File: src/rtl/gemm_tile_controller.sv
// GeMM tile-loop sequencer: walks M/N tile indices and K steps for a
// TileM x TileN x TileK MAC array, with per-tile result handshake,
// accumulator-clear strobe, selectable outer-loop order and zero-size error.
module gemm_tile_controller #(
    parameter int unsigned AddrWidth = 16,
    parameter int unsigned TileM     = 4,
    parameter int unsigned TileN     = 16,
    parameter int unsigned TileK     = 1
) (
    input  logic                 clk_i,
    input  logic                 rst_i,
    input  logic                 start_i,
    input  logic                 input_valid_i,
    input  logic                 result_ready_i,
    input  logic                 loop_order_i,
    input  logic [AddrWidth-1:0] M_size_i,
    input  logic [AddrWidth-1:0] K_size_i,
    input  logic [AddrWidth-1:0] N_size_i,
    output logic                 result_valid_o,
    output logic                 acc_clear_o,
    output logic                 busy_o,
    output logic                 done_o,
    output logic                 error_o,
    output logic [AddrWidth-1:0] M_count_o,
    output logic [AddrWidth-1:0] K_count_o,
    output logic [AddrWidth-1:0] N_count_o
);

    // Tile counts carry one extra bit so ceil() of an all-ones size cannot wrap.
    localparam int unsigned CntW = AddrWidth + 1;

    typedef enum logic [1:0] {
        IDLE,
        COMPUTE,
        DRAIN,
        FINISH
    } state_e;

    state_e               state_q, state_d;
    logic [AddrWidth-1:0] m_cnt_q, m_cnt_d;
    logic [AddrWidth-1:0] n_cnt_q, n_cnt_d;
    logic [AddrWidth-1:0] k_cnt_q, k_cnt_d;
    logic [CntW-1:0]      mt_q, mt_d;
    logic [CntW-1:0]      nt_q, nt_d;
    logic [CntW-1:0]      kt_q, kt_d;
    logic                 order_q, order_d;

    logic zero_size;
    logic last_m;
    logic last_n;
    logic last_k;

    // Number of tiles covering size elements, partial edge tile rounded up.
    function automatic logic [CntW-1:0] ceil_div(input logic [AddrWidth-1:0] size,
                                                 input int unsigned tile);
        logic [CntW-1:0] sum;
        sum = {1'b0, size} + CntW'(tile - 1);
        return sum / CntW'(tile);
    endfunction

    assign zero_size = (M_size_i == '0) | (N_size_i == '0) | (K_size_i == '0);
    assign last_m    = ({1'b0, m_cnt_q} == (mt_q - CntW'(1)));
    assign last_n    = ({1'b0, n_cnt_q} == (nt_q - CntW'(1)));
    assign last_k    = ({1'b0, k_cnt_q} == (kt_q - CntW'(1)));

    assign M_count_o = m_cnt_q;
    assign N_count_o = n_cnt_q;
    assign K_count_o = k_cnt_q;

    // Next-state, counter update and output decode.
    always_comb begin
        state_d        = state_q;
        m_cnt_d        = m_cnt_q;
        n_cnt_d        = n_cnt_q;
        k_cnt_d        = k_cnt_q;
        mt_d           = mt_q;
        nt_d           = nt_q;
        kt_d           = kt_q;
        order_d        = order_q;
        result_valid_o = 1'b0;
        acc_clear_o    = 1'b0;
        busy_o         = 1'b0;
        done_o         = 1'b0;
        error_o        = 1'b0;

        case (state_q)
            IDLE: begin
                if (start_i) begin
                    if (zero_size) begin
                        error_o = 1'b1;
                    end else begin
                        mt_d    = ceil_div(M_size_i, TileM);
                        nt_d    = ceil_div(N_size_i, TileN);
                        kt_d    = ceil_div(K_size_i, TileK);
                        order_d = loop_order_i;
                        m_cnt_d = '0;
                        n_cnt_d = '0;
                        k_cnt_d = '0;
                        state_d = COMPUTE;
                    end
                end
            end

            COMPUTE: begin
                busy_o      = 1'b1;
                acc_clear_o = input_valid_i & (k_cnt_q == '0);
                if (input_valid_i) begin
                    if (last_k) begin
                        state_d = DRAIN;
                    end else begin
                        k_cnt_d = k_cnt_q + AddrWidth'(1);
                    end
                end
            end

            DRAIN: begin
                busy_o         = 1'b1;
                result_valid_o = 1'b1;
                if (result_ready_i) begin
                    k_cnt_d = '0;
                    if (last_m && last_n) begin
                        // Last tile handed off: return indices to zero for Finish.
                        m_cnt_d = '0;
                        n_cnt_d = '0;
                        state_d = FINISH;
                    end else begin
                        state_d = COMPUTE;
                        if (!order_q) begin
                            if (last_n) begin
                                n_cnt_d = '0;
                                m_cnt_d = m_cnt_q + AddrWidth'(1);
                            end else begin
                                n_cnt_d = n_cnt_q + AddrWidth'(1);
                            end
                        end else begin
                            if (last_m) begin
                                m_cnt_d = '0;
                                n_cnt_d = n_cnt_q + AddrWidth'(1);
                            end else begin
                                m_cnt_d = m_cnt_q + AddrWidth'(1);
                            end
                        end
                    end
                end
            end

            FINISH: begin
                busy_o  = 1'b1;
                done_o  = 1'b1;
                m_cnt_d = '0;
                n_cnt_d = '0;
                k_cnt_d = '0;
                state_d = IDLE;
            end

            default: begin
                state_d = IDLE;
            end
        endcase
    end

    // State, counter and latched-configuration registers.
    always_ff @(posedge clk_i) begin
        if (rst_i) begin
            state_q <= IDLE;
            m_cnt_q <= '0;
            n_cnt_q <= '0;
            k_cnt_q <= '0;
            mt_q    <= '0;
            nt_q    <= '0;
            kt_q    <= '0;
            order_q <= 1'b0;
        end else begin
            state_q <= state_d;
            m_cnt_q <= m_cnt_d;
            n_cnt_q <= n_cnt_d;
            k_cnt_q <= k_cnt_d;
            mt_q    <= mt_d;
            nt_q    <= nt_d;
            kt_q    <= kt_d;
            order_q <= order_d;
        end
    end

endmodule

File: config.mk
export PLATFORM = sky130hd
export DESIGN_NAME = gemm_tile_controller
export DESIGN_NICKNAME = d
export VERILOG_FILES = /design/src/rtl/gemm_tile_controller.sv
export SDC_FILE = /design/constraint.sdc
export NUM_CORES = 1
export LEC_CHECK = 0
export BUFFER_PORTS_ARGS = -buffer_cell sky130_fd_sc_hd__buf_2
export CORE_AREA = 2 2 162 164
export CTS_CLUSTER_SIZE = 14
export DETAILED_ROUTE_END_ITERATION = 8
export DIE_AREA = 0 0 164 166
export GPL_TIMING_DRIVEN = 1
export PLACE_DENSITY = 0.49
export SLEW_MARGIN = 20
export SYNTH_ARGS = -nofsm -noshare
export SYNTH_HDL_FRONTEND = slang
export SYNTH_SLANG_ARGS = --single-unit
File: constraint.sdc
create_clock -name clk_i -period 3.9 [get_ports clk_i]
set_clock_uncertainty 0.1 [all_clocks]
set_input_delay 0.39 -clock clk_i [delete_from_list [all_inputs] [get_ports clk_i]]
set_output_delay 0.39 -clock clk_i [all_outputs]
set_load 0.03 [all_outputs]
==> metrics.md <==
| Metric | Value |
|---|---|
| Status | finished, final reports clean |
| Synth top cells by count | nand2_1, dfxtp_1, nor2_1, xnor2_1, nand3_1 |
| Clock transition at path regs | 0.07 ns |
| Mapped Cells | 819 |
| ANT nets after route | 0 |
| Multi-input logic area | between 4000 and 5000 sq um |
| Setup-failing EPs final | 0 |
| Routability congestion estimate | just under 0.9 |
| Post-CTS setup buffers | 0 |
| EDFF count, synth | 0 |
| Unrepaired setup endpoints after global routing | no |
| Inserted Clock Buffers | 9 |
| Vias in the first global route | just under 6000 |
| CTS root buf | clkbuf_16 |
| Post-synth top area cell | dfxtp_1 |
| Fraction of layout cells with a size suffix above 1 | about a fifth |
| WL met2 | just over 9 mm |
| Post-route setup TNS | 0 ns |
| Rows | approximately 60 |
| Die footprint | between 20000 and 30000 sq um |
| First-iteration detailed-routing DRC count | roughly 270 |
| DRT Pass-1 Iters | 4 |
| Crit path kind | reg -> reg |
| Design Power | approximately 3200 uW |
| First-pass GRT wire length | approximately 32 mm |
| Most used DFF post-synth | dfxtp_1 |
| Routed WL | a little under 20 mm |
| Met3 WL | between 600 and 700 um |
| Worst slack, placed | 0.282 ns |
| Synth top area share | 30.1% |
| Critical path capture point type | register |
| Leak | 0.00294 uW |
| CTS tree | done |
| Synth area leaders | dfxtp_1, xnor2_1, nand2_1 |
| Initial antenna violation count | 2 |
| Slew Limit Fails | 0 |
| IO Port Bufs | around 110 |
| Starting density of the core | roughly 25% |
| Peak Freq | 282 MHz |
| Fin nets | around 980 |
| Core ar. | between 20000 and 30000 sq um |
| Register area share after synthesis | between 30% and 40% |
| Rel. slew slack | approximately 46% |
| CP startpoint kind | register |
| Yosys warnings | 0 |
| Power Dens Cells | about 420 nW/um^2 |
| Htree depth | 3 |
| Hold_ws | roughly 0.19 ns |
| Syn Nets | 880 |
| Final WS setup | approximately 0.35 ns |
| Async S/R FF share, synth | 0% |
| Cell variety after synth | 81 |
| Post-route clock period utilization | 91.1% |
| WP data arrival | between 3 and 4 ns |
| # Max-Cap Violations | 0 |
| Routed len/inst | around 16 um |
| # hold bufs at CTS | 0 |
| Fill cells | 2801 |
| Critical path peak fanout | 13 |
| Max Root-Sink Buffers | 2 |
| Chip Height | between 150 and 200 um |
| Final hold violations | 0 |
| Highest metal used | met4 |
| Worst-Margin Slew | ~0.81 ns |
| Seq cells post-synth | 95 |
| Avg Inst Size Synth | between 7 and 8 sq um |
| Largest net degree at the start of global routing | between 60 and 70 |
| DRT met1 WL | around 9.8 mm |
| Final Util | 29.6% |
| Clock Sinks | 95 |
| Worst VDD drop | 0.221 mV |
| GRT overflow | 0 |
| Required @ worst endpoint | a little over 4 ns |
| Via-to-Cell Ratio | 4.98 |
| DR vias | between 6000 and 7000 |
| Width of the die | 164 um |
| DRC Markers | 0 |
| Total GRT Usage | between 10% and 20% |
| Mapped cell area | about 6300 sq um |
| Hpwl dp | between 15 and 20 mm |
| Layout overhead on the synthesized area | 20.2% |
| Post-CTS resize count | 0 |
| Count leader, synth | nand2_1 |
| I/O pin total | 107 |
| Fin crit period | about 3.6 ns |
| Clk_lat worst skew | around 0.35 ns |
| Seq. cell area | 1900 sq um |
| Hold Crit Class | in -> reg |
==> cell type report <==
cell class	instances	share of cell area [%]
well taps	335	5.53
diodes	2	0.0660
repair buffers	122	8.58
clock inverters	6	1.42
inverters	28	1.39
flip-flops and latches	95	25.1
clock buffers	10	3.15
multi-input cells	658	54.8
==> flip-flops by register name, indices dropped and copies added (netlist names) <==
| name | cells |
|---|---|
| K_count_o | 16 |
| mt_q | 15 |
| M_count_o | 16 |
| N_count_o | 16 |
| order_q | 1 |
| nt_q | 13 |
| state_q | 2 |
| kt_q | 16 |
==> report_power, final <==
part | internal [uW] | switching (uW)
combinational | 405 | 590
sequential | 1040 | 110
clock | 643 | 401
==> path summary, 6_finish.rpt <==
kind | slack [ns] | endpoint | from | cells after the start
setup / recovery | 0.35 | N_count_o[0]$_SDFFE_PP0P_ | mt_q[0]$_SDFFE_PP0P_ | 10
hold / removal | 0.19 | kt_q[15]$_SDFFE_PP0P_ | K_size_i[15] | 3
setup reg to reg | 0.35 | N_count_o[0]$_SDFFE_PP0P_ | mt_q[0]$_SDFFE_PP0P_ | 10
hold reg to reg | 0.39 | nt_q[12]$_SDFFE_PP0P_ | nt_q[12]$_SDFFE_PP0P_ | 2
==> layer usage <==
metal | global-route usage [%] | up-vias
met4 | 4.31 | 0
met5 | 0 | -
met1 | 20.7 | 2947
li1 | - | 3196
met3 | 2.92 | 13
met2 | 23.2 | 99
==> cell families (layout without fill, tap and decap cells) <==
logic type	Yosys count	in the layout	share of synthesized area, %
muxes	12	12	1.94
buffers and inverters	66	166	4.22
and+or+nand+nor	403	403	33.4
AOI/OAI and AO/OA	158	158	18.1
adders and majority gates	7	7	1.39
other	0	2	0
xor gates and xnor gates	78	78	10.8
DFF	95	95	30.1
==> stage by stage <==
stage / cell area (sq um) / std cells
4_1_cts: 7570 / 1254
5_1_grt: 7580 / 1254
2_1_floorplan: 6310 / 819
6_report: 7590 / 1256
3_3_place_gp: 7230 / 1238
3_5_place_dp: 7230 / 1238
==> critical path, stage by stage, from the launching register on <==
cell and delay (ns):
dfxtp_1 0.36, inv_1 0.08, ha_1 0.24, or4b_1 0.61, nor3_1 0.23, xnor2_1 0.09
nor3_1 0.22, nand4b_1 0.23, o21ai_0 0.47, and3_1 0.61, mux2_2 0.26
==> layout by cell type, fill, tap and decap left out, types with 16 or more instances in the layout <==
master      n
buf_2     106
nand2_1   101
dfxtp_1    95
nor2_1     80
xnor2_1    49
nand3_1    47
a21oi_1    34
xor2_1     29
a211oi_1   29
inv_1      27
and3_1     26
nor4_1     23
nor3_1     21
buf_4      16
No activity file was read; power rests on OpenSTA's default activity.
